[config.mk]
export PLATFORM = sky130hd
export DESIGN_NAME = dual_debounce
export DESIGN_NICKNAME = d
export VERILOG_FILES = /design/src/rtl/dual_debounce.sv
export SDC_FILE = /design/constraint.sdc
export NUM_CORES = 1
export LEC_CHECK = 0
export BUFFER_PORTS_ARGS = -buffer_cell sky130_fd_sc_hd__buf_2
export CAP_MARGIN = 10
export CORE_UTILIZATION = 35
export CTS_CLUSTER_SIZE = 20
export DETAILED_ROUTE_END_ITERATION = 10
export MAX_ROUTING_LAYER = met4
export PLACE_DENSITY_LB_ADDON = 0.15
export SYNTH_ARGS = -nofsm -noshare
export SYNTH_HDL_FRONTEND = slang
export SYNTH_SLANG_ARGS = --single-unit
export TNS_END_PERCENT = 10
[constraint.sdc]
create_clock -name clk -period 2.3 [get_ports clk]
set_clock_uncertainty 0.15 [all_clocks]
set_input_delay 0.23 -clock clk [delete_from_list [all_inputs] [get_ports clk]]
set_output_delay 0.23 -clock clk [all_outputs]
set_load 0.01 [all_outputs]
[src/rtl/dual_debounce.sv]
// Two independent switch debouncers (channels A and B). Each channel synchronizes
// its raw input, runs a four-state accept/reject FSM and emits a registered level and rising tick.
module dual_debounce #(
    parameter int DB_CYCLES = 1000000
) (
    input  logic clk,
    input  logic reset,
    input  logic a_raw,
    input  logic b_raw,
    output logic a_db,
    output logic b_db,
    output logic a_tick,
    output logic b_tick
);
    localparam int NUM_LANES = 2;

    logic [NUM_LANES-1:0] raw, db, tick;

    assign raw = {b_raw, a_raw};

    generate
        for (genvar g = 0; g < NUM_LANES; g++) begin : g_lane
            dd_channel #(.DB_CYCLES(DB_CYCLES)) u_ch (
                .clk   (clk),
                .reset (reset),
                .raw   (raw[g]),
                .db    (db[g]),
                .tick  (tick[g])
            );
        end
    endgenerate

    assign a_db   = db[0];
    assign b_db   = db[1];
    assign a_tick = tick[0];
    assign b_tick = tick[1];
endmodule

// One debounce channel: 2-flop synchronizer, ZERO/WAIT1/ONE/WAIT0 FSM, stability counter.
module dd_channel #(
    parameter int DB_CYCLES = 1000000
) (
    input  logic clk,
    input  logic reset,
    input  logic raw,
    output logic db,
    output logic tick
);
    localparam int CW = $clog2(DB_CYCLES);
    localparam logic [CW-1:0] LAST = CW'(DB_CYCLES - 1);

    typedef enum logic [1:0] {
        ZERO  = 2'b00,
        WAIT1 = 2'b01,
        ONE   = 2'b11,
        WAIT0 = 2'b10
    } state_t;

    state_t        state, state_n;
    logic [CW-1:0] cnt, cnt_n;
    logic [1:0]    sync_ff;
    logic          sync_x;
    logic          rise;

    assign sync_x = sync_ff[1];

    always_comb begin
        state_n = state;
        cnt_n   = cnt;
        rise    = 1'b0;
        case (state)
            ZERO: begin
                if (sync_x) begin
                    state_n = WAIT1;
                    cnt_n   = '0;
                end
            end
            WAIT1: begin
                if (!sync_x) begin
                    state_n = ZERO;
                end else if (cnt == LAST) begin
                    state_n = ONE;
                    rise    = 1'b1;
                end else begin
                    cnt_n = cnt + 1'b1;
                end
            end
            ONE: begin
                if (!sync_x) begin
                    state_n = WAIT0;
                    cnt_n   = '0;
                end
            end
            WAIT0: begin
                if (sync_x) begin
                    state_n = ONE;
                end else if (cnt == LAST) begin
                    state_n = ZERO;
                end else begin
                    cnt_n = cnt + 1'b1;
                end
            end
            default: begin
                state_n = ZERO;
                cnt_n   = '0;
            end
        endcase
    end

    // db gets its own flop so the output never glitches on a state-code change.
    always_ff @(posedge clk or negedge reset) begin
        if (!reset) begin
            sync_ff <= 2'b00;
            state   <= ZERO;
            cnt     <= '0;
            db      <= 1'b0;
            tick    <= 1'b0;
        end else begin
            sync_ff <= {sync_ff[0], raw};
            state   <= state_n;
            cnt     <= cnt_n;
            db      <= (state_n == ONE) || (state_n == WAIT0);
            tick    <= rise;
        end
    end
endmodule

== Yosys cells after proc, flatten, opt, wreduce, memory -nomap -nowiden ==
Index checks and enable logic that the tools add are counted.

* Bitwise operators: 0
* Add/sub/neg operators: 2
* Magnitude comparators: 0
* Muxes and demuxes: 32
* Equal/unequal tests: 20
* Shifts and indexed selects: 0
* Reductions and logical operators: 6
* Divide/modulo/power cells: 0
* Multiply operators: 0

{| class="wikitable"
|+ Operators by type and width
! cell !! count
|-
| $mux 20 || 10
|-
| $pmux 20 s4 || 2
|-
| $add 20x1->20 const B || 2
|-
| $eq 20x20->1 const B || 2
|-
| $mux 2 || 12
|-
| $eq 2x2->1 const B || 8
|-
| $pmux 2 s4 || 2
|-
| $ne 2x1->1 const B || 4
|-
| $ne 2x2->1 const B || 4
|-
| $reduce_and 4->1 || 2
|-
| $mux 1 || 6
|-
| $eq 2x1->1 const B || 2
|-
| $logic_not 2->1 || 2
|-
| $logic_or 1x1->1 || 2
|}

* Memory bits (writable): 0
* Latch bits: 0
* Word-level logic and storage cells: 70
* Input bits: 4
* ROM bits: 0
* Memories: 0
* Register bits after elaboration: 52
* Output and inout port bits: 4

== Depth between registers and ports, before layout ==
Gate-level depths: netlist of run 1.

* Depth in word-level cells: 6
* Gate-level depth with buffers: 7
* Depth with buffers taken out: 6

== Hierarchy ==
A second synthesis of run 1 with hierarchy kept.

* Cell total of the unflattened synthesis: 332
* Area total of the unflattened synthesis: 2970.3 um^2

{| class="wikitable"
|+ Modules (own cells, without submodules)
! module !! cells an instance !! area an instance (um^2) !! times used !! sequential area each (um^2)
|-
| dd_channel || 166 || 1485.2 || 2 || 625.6
|}

== Worst setup path after synthesis of run 1 ==
Ideal clock, no wire load.

* Path kind: register to register
* Start point: register g_lane[0].u_ch.state[0]
* End point: register g_lane[0].u_ch.cnt[18]
* Path buffers: 0
* Path slack: 119 ps
* Period minus slack after synthesis: 2181 ps
* Data arrival time: 1953 ps
* Setup time: 78 ps
* Cell stages (with the launch flop): 7
* Required time: 2072 ps
* Cells stage by stage: dfrtp_1 inv_1 ha_1 or3b_1 a21o_1 or4_1 a21oi_1

* Word-level cells in the longest chain between the ends: 3
* Elaborated cells on any way between the ends: 10
* Those cells by class: eq/ne: 7; mux: 1; reduce/logical: 2

{| class="wikitable"
|+ Ends and longest elaborated chain
! item !! RTL line !! RTL
|-
| start: declaration || 59 || <nowiki>state_t state, state_n;</nowiki>
|-
| start signal: assignment || 120 || <nowiki>state <= state_n;</nowiki>
|-
| $eq 2x2->1, or another cell as far along || 71 || <nowiki>case (state)</nowiki>
|-
| $ne 2x2->1 (no line) / $ne 2x1->1 (equally long branches) || - ||
|-
| $reduce_and 4->1 (no line) || - ||
|-
| end signal: assignment || 121 || <nowiki>cnt <= cnt_n;</nowiki>
|-
| end: declaration || 60 || <nowiki>logic [CW-1:0] cnt, cnt_n;</nowiki>
|}

Parallel ways exist; a longest one is shown, timed or not.
A chain may end at the register's enable or synchronous reset.

== Final worst setup path of run 1 ==
Ends and elaborated chain as after synthesis.

==> summary.txt, run 1 <==
Global routing
  – Number of global-route vias before repair: between 2,000 and 3,000
  – Largest net degree at the start of global routing: 27
  – GR Util All Layers: about 18%
  – Global-route wire length before repair: approximately 14 mm
  – Grt ovf: 0
  – Initial antenna violation count: 0

Setup path
  – WS Path Type: flop to flop
  – Critical Path Source Type: flop
  – Critical path arrival: roughly 2.3 ns
  – Worst Setup End Kind: flop
  – Worst endpoint required time: ~2.4 ns
  – Crit Path Max Fanout: 5

Outcome
  – Outcome: finished, final reports clean

Power
  – PwrDens: around 800 nW/um2
  – Switching Share: 38.59%
  – Leak: about 0.0016 uW
  – Combinational share of power: between 40% and 50%
  – Clock group share of total power: a little over a fifth
  – NetSw: ~1200 uW
  – Internal power: 1939 uW
  – Worst VDD drop: 406.1 uV
  – Sequential share of power: 35.7%

Synth
  – Post-Syn Area: around 3300 um2
  – Cells after Synth: between 300 and 400
  – Post-synthesis xor/xnor area fraction: less than 1%
  – Post-synthesis compound-gate area fraction: approximately a fifth
  – Avg Inst Size Synth: around 9.4 um2
  – Synth cell types: 64
  – Ys Warns: 0
  – Synthesized-area fraction occupied by adder cells: 4.570%
  – Simple-Gate Fraction of Synth Area: 28.29%
  – Number of synthesized register bits: 52
  – Syn_nets: 367
  – Async SR Flop Fraction: between 90% and 100%
  – Main flop type after synthesis: dfrtp_1
  – EDFF count, synth: 0
  – Mux contribution to synthesized area: under 10%
  – Largest family of logic cells by synthesized area: simple AND/OR/NAND/NOR gates
  – Register area share after synthesis: approximately 40%

Drt
  – Via density: between 5 and 6
  – WL final: around 8.0 mm
  – Routed wl met3: 206 um
  – Via count: about 2,900
  – Met2 WL: 3.819 mm
  – Post-route ant nets: 0
  – Number of DRC markers in iteration 0: 138
  – Highest metal used: met4
  – Wire length per cell: roughly 16 um
  – Pre-antenna DRT Iters: 4
  – M1 WL: ~3.9 mm
  – DRC viols: 0

Die
  – Initial Utilization: between 30 and 40%
  – DIE HEIGHT: 98.89 um
  – Row count: 34
  – Die area: around 9800 um2
  – I/O Pins: 8
  – Die W: 98.89 um
  – Core area: a little under 9000 um2

Timing
  – Slew Viols, Final: 0
  – Slew @ Worst Pin: approximately 0.52 ns
  – Min cycle time layout: about 2.2 ns
  – Hold Slack: roughly 0.21 ns
  – Relative slew margins: 65.19%
  – Setup TNS: 0 ns
  – Final setup viols: 0
  – Maximum clock frequency: between 0.4 and 0.5 GHz
  – Endpoints failing hold: 0
  – Final Cycle Share: between 90% and 100%
  – Post-route setup slack: roughly 0.056 ns

Placed design
  – PortBufs: 7
  – Gpl congestion: around 0.8
  – Post-Place Setup Slack: -0.01370 ns
  – Hpwl dp: between 5 and 6 mm

Cells and area
  – Fill cells: 864
  – Util after Layout: between 40% and 50%
  – Layout cell share with drive strength beyond 1: about a quarter
  – N_diodes: 0
  – P&R area growth vs syn: 19.84%
  – Layout net count: about 410

Min path
  – Tightest Hold Check Type: flop to flop

Job
  – MaxCap Viol Count: 0

CTS
  – Root Driver: clkbuf_8
  – Clock sinks: 52
  – CTS tree: yes
  – H-tree depth: 2
  – CTS Buf Count: 5
  – Skew-Pair Late Insertion Delay: slightly above 0.3 ns
  – Clock buffer depth: 2
  – Reg clk slew, reported paths: roughly 0.11 ns
## path summary, 6_finish.rpt
check	start	cells after the start	slack [ns]	end
max in group asynchronous	reset	3	1.41	g_lane[0].u_ch.state[1]$_DFF_PN0_
worst max-delay path	g_lane[0].u_ch.state[0]$_DFF_PN0_	6	0.06	g_lane[0].u_ch.cnt[18]$_DFFE_PN0P_
worst min register to register	g_lane[1].u_ch.sync_ff[0]$_DFF_PN0_	0	0.21	g_lane[1].u_ch.sync_ff[1]$_DFF_PN0_
worst min-delay path	g_lane[1].u_ch.sync_ff[0]$_DFF_PN0_	0	0.21	g_lane[1].u_ch.sync_ff[1]$_DFF_PN0_
worst max register to register	g_lane[0].u_ch.state[0]$_DFF_PN0_	6	0.06	g_lane[0].u_ch.cnt[18]$_DFFE_PN0P_
min in group asynchronous	reset	3	0.29	g_lane[1].u_ch.cnt[6]$_DFFE_PN0P_
## layer usage
metal	GRT usage, %	vias to the layer above
li1	-	1421
met4	4.707	0
met3	2.411	6
met5	-	-
met1	23.75	1392
met2	28.51	40
## power groups by stage
stage / registers, uW / logic [uW] / clock network (uW)
after floorplan: 1100 / 793 / 0
after global routing: 1140 / 1530 / 721
final: 1130 / 1360 / 668
after CTS: 1100 / 1300 / 692
after global placement: 1120 / 1260 / 0
after detailed placement: 1120 / 1270 / 0
## metrics by stage
| stage | instance area (um2) | instances | total power [uW] |
|---|---|---|---|
| final | 3938 | 507 | 3157 |
| after global routing | 3938 | 507 | 3392 |
| after CTS | 3844 | 503 | 3095 |
| after detailed placement | 3679 | 492 | 2387 |
| after global placement | 3679 | 492 | 2375 |
| after floorplan | 3286 | 351 | 1892 |
## layout make-up
type	count	area, um2	share of cell area, %
Clock inverter	3	46.29	1.176
Inverter	12	47.55	1.207
Timing Repair Buffer	53	400.4	10.17
Clock buffer	5	68.82	1.748
Multi-Input combinational cell	274	1934	49.13
Sequential cell	52	1305	33.14
Tap cell	108	135.1	3.432
## registers in the layout, summed over array words and instances (netlist names)
signal               count
g_lane.u_ch.cnt         40
g_lane.u_ch.db           2
g_lane.u_ch.state        4
g_lane.u_ch.sync_ff      4
g_lane.u_ch.tick         2
## timing repair
| action | 4_1_cts | 5_1_grt |
|---|---|---|
| endpoints found under the hold margin | 54 | 0 |
| resized for setup | 4 | 20 |
| endpoints found under the setup margin | 9 | 20 |
| gates cloned | 0 | 0 |
| pin swaps | 0 | 4 |
| hold buffers | 3 | 0 |
| buffers inserted | 0 | 4 |
## layout by cell type, fill, tap and decap left out, types with 6 or more instances in the layout
| master | n |
|---|---|
| a21oi_1 | 15 |
| buf_2 | 7 |
| buf_4 | 42 |
| dfrtp_1 | 49 |
| ha_1 | 7 |
| inv_1 | 10 |
| mux2i_1 | 11 |
| nand2_1 | 44 |
| nand2b_1 | 12 |
| nand3_1 | 15 |
| nand4_1 | 10 |
| nor2_1 | 12 |
| o21ai_0 | 25 |
| o31ai_1 | 6 |
| or3_1 | 7 |
| or4_1 | 6 |
## worst max-delay path: stages (launching register included)
cell and delay, ns:
dfrtp_2 0.46, inv_4 0.06, ha_4 0.17, or3b_4 0.43, a21o_1 0.24, or4_4 0.52, a21oi_2 0.15
## Yosys cell counts (2+ instances only)
cell | count | area [um2]
a2111o_1 | 2 | 22.52
a211oi_1 | 5 | 37.54
a21boi_0 | 2 | 15.01
a21o_1 | 5 | 37.54
a21oi_1 | 16 | 80.08
a21oi_2 | 2 | 17.52
a31oi_1 | 3 | 18.77
and2_1 | 3 | 18.77
and3_1 | 3 | 18.77
and4_1 | 4 | 35.03
buf_2 | 2 | 10.01
buf_6 | 3 | 33.78
clkbuf_1 | 5 | 18.77
dfrtp_1 | 52 | 1301
ha_1 | 12 | 150.1
inv_1 | 12 | 45.04
mux2i_1 | 11 | 110.1
nand2_1 | 44 | 165.2
nand2b_1 | 12 | 75.07
nand3_1 | 15 | 75.07
nand4_1 | 10 | 62.56
nand4b_1 | 3 | 26.28
nor2_1 | 12 | 45.04
nor3_1 | 5 | 25.02
nor3b_1 | 2 | 15.01
nor4_1 | 4 | 25.02
nor4_4 | 2 | 42.54
nor4b_1 | 3 | 26.28
o2111ai_1 | 3 | 26.28
o211ai_1 | 3 | 22.52
o21a_1 | 4 | 30.03
o21ai_0 | 26 | 130.1
o311ai_0 | 3 | 26.28
o31a_1 | 5 | 43.79
o31ai_1 | 6 | 45.04
o41ai_1 | 3 | 26.28
or2_2 | 2 | 12.51
or3_1 | 7 | 43.79
or3b_2 | 2 | 17.52
or4_1 | 7 | 52.55
or4_4 | 2 | 22.52
xor2_1 | 2 | 17.52
## logic make-up after synthesis
family | Yosys count
and+or+nand+nor | 154
AOI/OAI and AO/OA | 95
DFF | 52
buffers and inverters | 25
adders and majority gates | 12
muxes | 11
xor gates and xnor gates | 2
Power figures use the tool's default switching activity.
==> run 2, diff against run 1 <==
- clock period: 2.3 -> 2.2 ns (I/O delays scaled with it)
==> summary.txt, run 2 (synthesized netlist as in run 1, its figures left out) <==
CTS
  – Clock sinks: 52
  – CTS tree: yes
  – H-tree depth: 2
  – Reg clk slew, reported paths: ~0.11 ns
  – Skew-Pair Late Insertion Delay: between 0.3 and 0.4 ns
  – CTS Buf Count: 5
  – Root Driver: clkbuf_8
  – Clock buffer depth: 2

Outcome
  – Outcome: finished, violations left
  – Failing checks: negative setup slack

Drt
  – DRC viols: 0
  – Pre-antenna DRT Iters: 4
  – Via density: between 5 and 6
  – Wire length per cell: roughly 16 um
  – Post-route ant nets: 0
  – WL final: 8.041 mm
  – Via count: 2,884
  – Number of DRC markers in iteration 0: between 100 and 150

Cells and area
  – Util after Layout: about 44%
  – Largest Register: g_lane.u_ch.cnt
  – Layout cell share with drive strength beyond 1: a little under a quarter
  – P&R area growth vs syn: 19.92%
  – Register area: 1303 um2
  – Most common cell after layout, fill and taps aside: dfrtp_1
  – Max reg flops: 40
  – N_diodes: 0
  – Multi-input gate area: 1917 um2
  – Layout net count: 420
  – Post-route cell area: 3940 um2
  – Finished Layout Cells: a little over 500
  – Most frequent cells in the layout: dfrtp_1 (51), buf_4 (48), nand2_1 (44)
  – Top flop regs: g_lane.u_ch.cnt: 40 flops, g_lane.u_ch.state: 4 flops, g_lane.u_ch.sync_ff: 4 flops
  – Fill cells: between 800 and 900

Setup path
  – Levels on crit path: 6
  – Crit Path Max Fanout: 4
  – Worst Setup End Kind: flop
  – CP Cell Sequence: inv_1, ha_1, or3b_1, a21o_1, or4_1, a21oi_1
  – Critical path arrival: around 2.3 ns
  – Worst Setup SP: g_lane[0].u_ch.state[0]$_DFF_PN0_
  – WS Path Type: flop to flop
  – Worst endpoint required time: ~2.3 ns
  – Delay-heaviest family, CP: simple AND/OR/NAND/NOR gates
  – Critical Path Source Type: flop
  – Critical R2R Capture: g_lane[0].u_ch.cnt[18]$_DFFE_PN0P_
  – Worst setup path end: g_lane[0].u_ch.cnt[18]$_DFFE_PN0P_
  – Worst R2R Path Depth: 6
  – Slowest CP cell: or4_1
  – R2r setup slk: -0.01 ns
  – R2R Path Start: g_lane[0].u_ch.state[0]$_DFF_PN0_
  – Crit-path max cell delay: 0.50 ns
  – Critical path buffer and inverter count: 1

Timing
  – RSZ-0062 raised after global routing: yes
  – Min cycle time layout: roughly 2.2 ns
  – Relative slew margins: ~68%
  – Endpoints failing hold: 0
  – Final setup viols: 1
  – Post-route setup slack: -0.01088 ns
  – Slew Viols, Final: 0
  – Maximum clock frequency: about 0.45 GHz
  – Final Cycle Share: 100.5%
  – Slew @ Worst Pin: ~0.47 ns

Power
  – Final Power: ~3200 uW
  – Worst VDD drop: between 500 and 600 uV
  – PwrDens: roughly 810 nW/um2
  – Leak: around 0.0016 uW

Global routing
  – GR Util All Layers: a little under a fifth
  – Largest net degree at the start of global routing: 23
  – Initial antenna violation count: 0
  – Number of global-route vias before repair: 2,876
  – Grt ovf: 0
  – Global-route wire length before repair: about 14 mm

Placed design
  – Gpl congestion: between 0.8 and 0.9
  – Placed cell area: about 3700 um2
  – Hpwl dp: 6.021 mm
  – Post-placement cell count: 500
  – Post-Place Setup Slack: -0.009569 ns
  – PortBufs: 7

Job
  – MaxCap Viol Count: 0

Die
  – Die W: just under 100 um
  – Core area: slightly below 9000 um2
  – Initial Utilization: ~37%
  – DIE HEIGHT: 98.89 um
  – I/O Pins: 8
  – Row count: 34
  – Die area: 9779 um2

Min path
  – Tightest Hold Check Type: input pin to asynchronous set/reset pin
run 2: worst min-delay path by stage:
stage                                                   end  slack, ns  cells after the start   from
after floorplan           g_lane[0].u_ch.cnt[0]$_DFFE_PN0P_      -0.23                      0  reset
after global placement    g_lane[1].u_ch.cnt[8]$_DFFE_PN0P_      0.008                      1  reset
after detailed placement  g_lane[1].u_ch.cnt[7]$_DFFE_PN0P_       0.01                      1  reset
after CTS                 g_lane[1].u_ch.cnt[8]$_DFFE_PN0P_       0.19                      2  reset
after global routing      g_lane[1].u_ch.cnt[7]$_DFFE_PN0P_       0.21                      2  reset
final                     g_lane[1].u_ch.cnt[7]$_DFFE_PN0P_       0.19                      2  reset
run 2: per-layer routing:
metal / share of wire (%) / GRT usage [%] / vias up
met1: 47 / 23.03 / 1420
met5: 0 / - / -
met2: 50 / 30.77 / 26
met3: 1.9 / 2.624 / 4
met4: 0.97 / 5.970 / 0
li1: - / - / 1434
run 2: cell type report:
class                   count  area share, %
multi-input cells         274          48.65
flip-flops and latches     52          33.06
repair buffers             59          11.31
well taps                 108          3.430
clock buffers               5          1.747
inverters                  12          1.143
clock inverters             3         0.6669
run 2: repair_timing:
item                                   4_1_cts  5_1_grt
endpoints found under the hold margin       16        0
pin swaps                                    0        3
hold buffers                                 3        0
resized for setup                            3       13
setup endpoints to repair                    2       33
buffers inserted                             0        2
run 2: per-stage QoR:
stage / TNS [ns] / hold WS (ns)
finish: -0.01088 / 0.1851
floorplan: 0 / -0.2256
global placement: 0 / 0.008161
global route: -0.3641 / 0.2116
detailed placement: -0.009569 / 0.01223
CTS: 0 / 0.1861
run 2: power by group:
group / internal, uW / switching, uW
logic: 645 / 809
clock network: 233 / 354
registers: 1050 / 103
total: 1930 / 1270
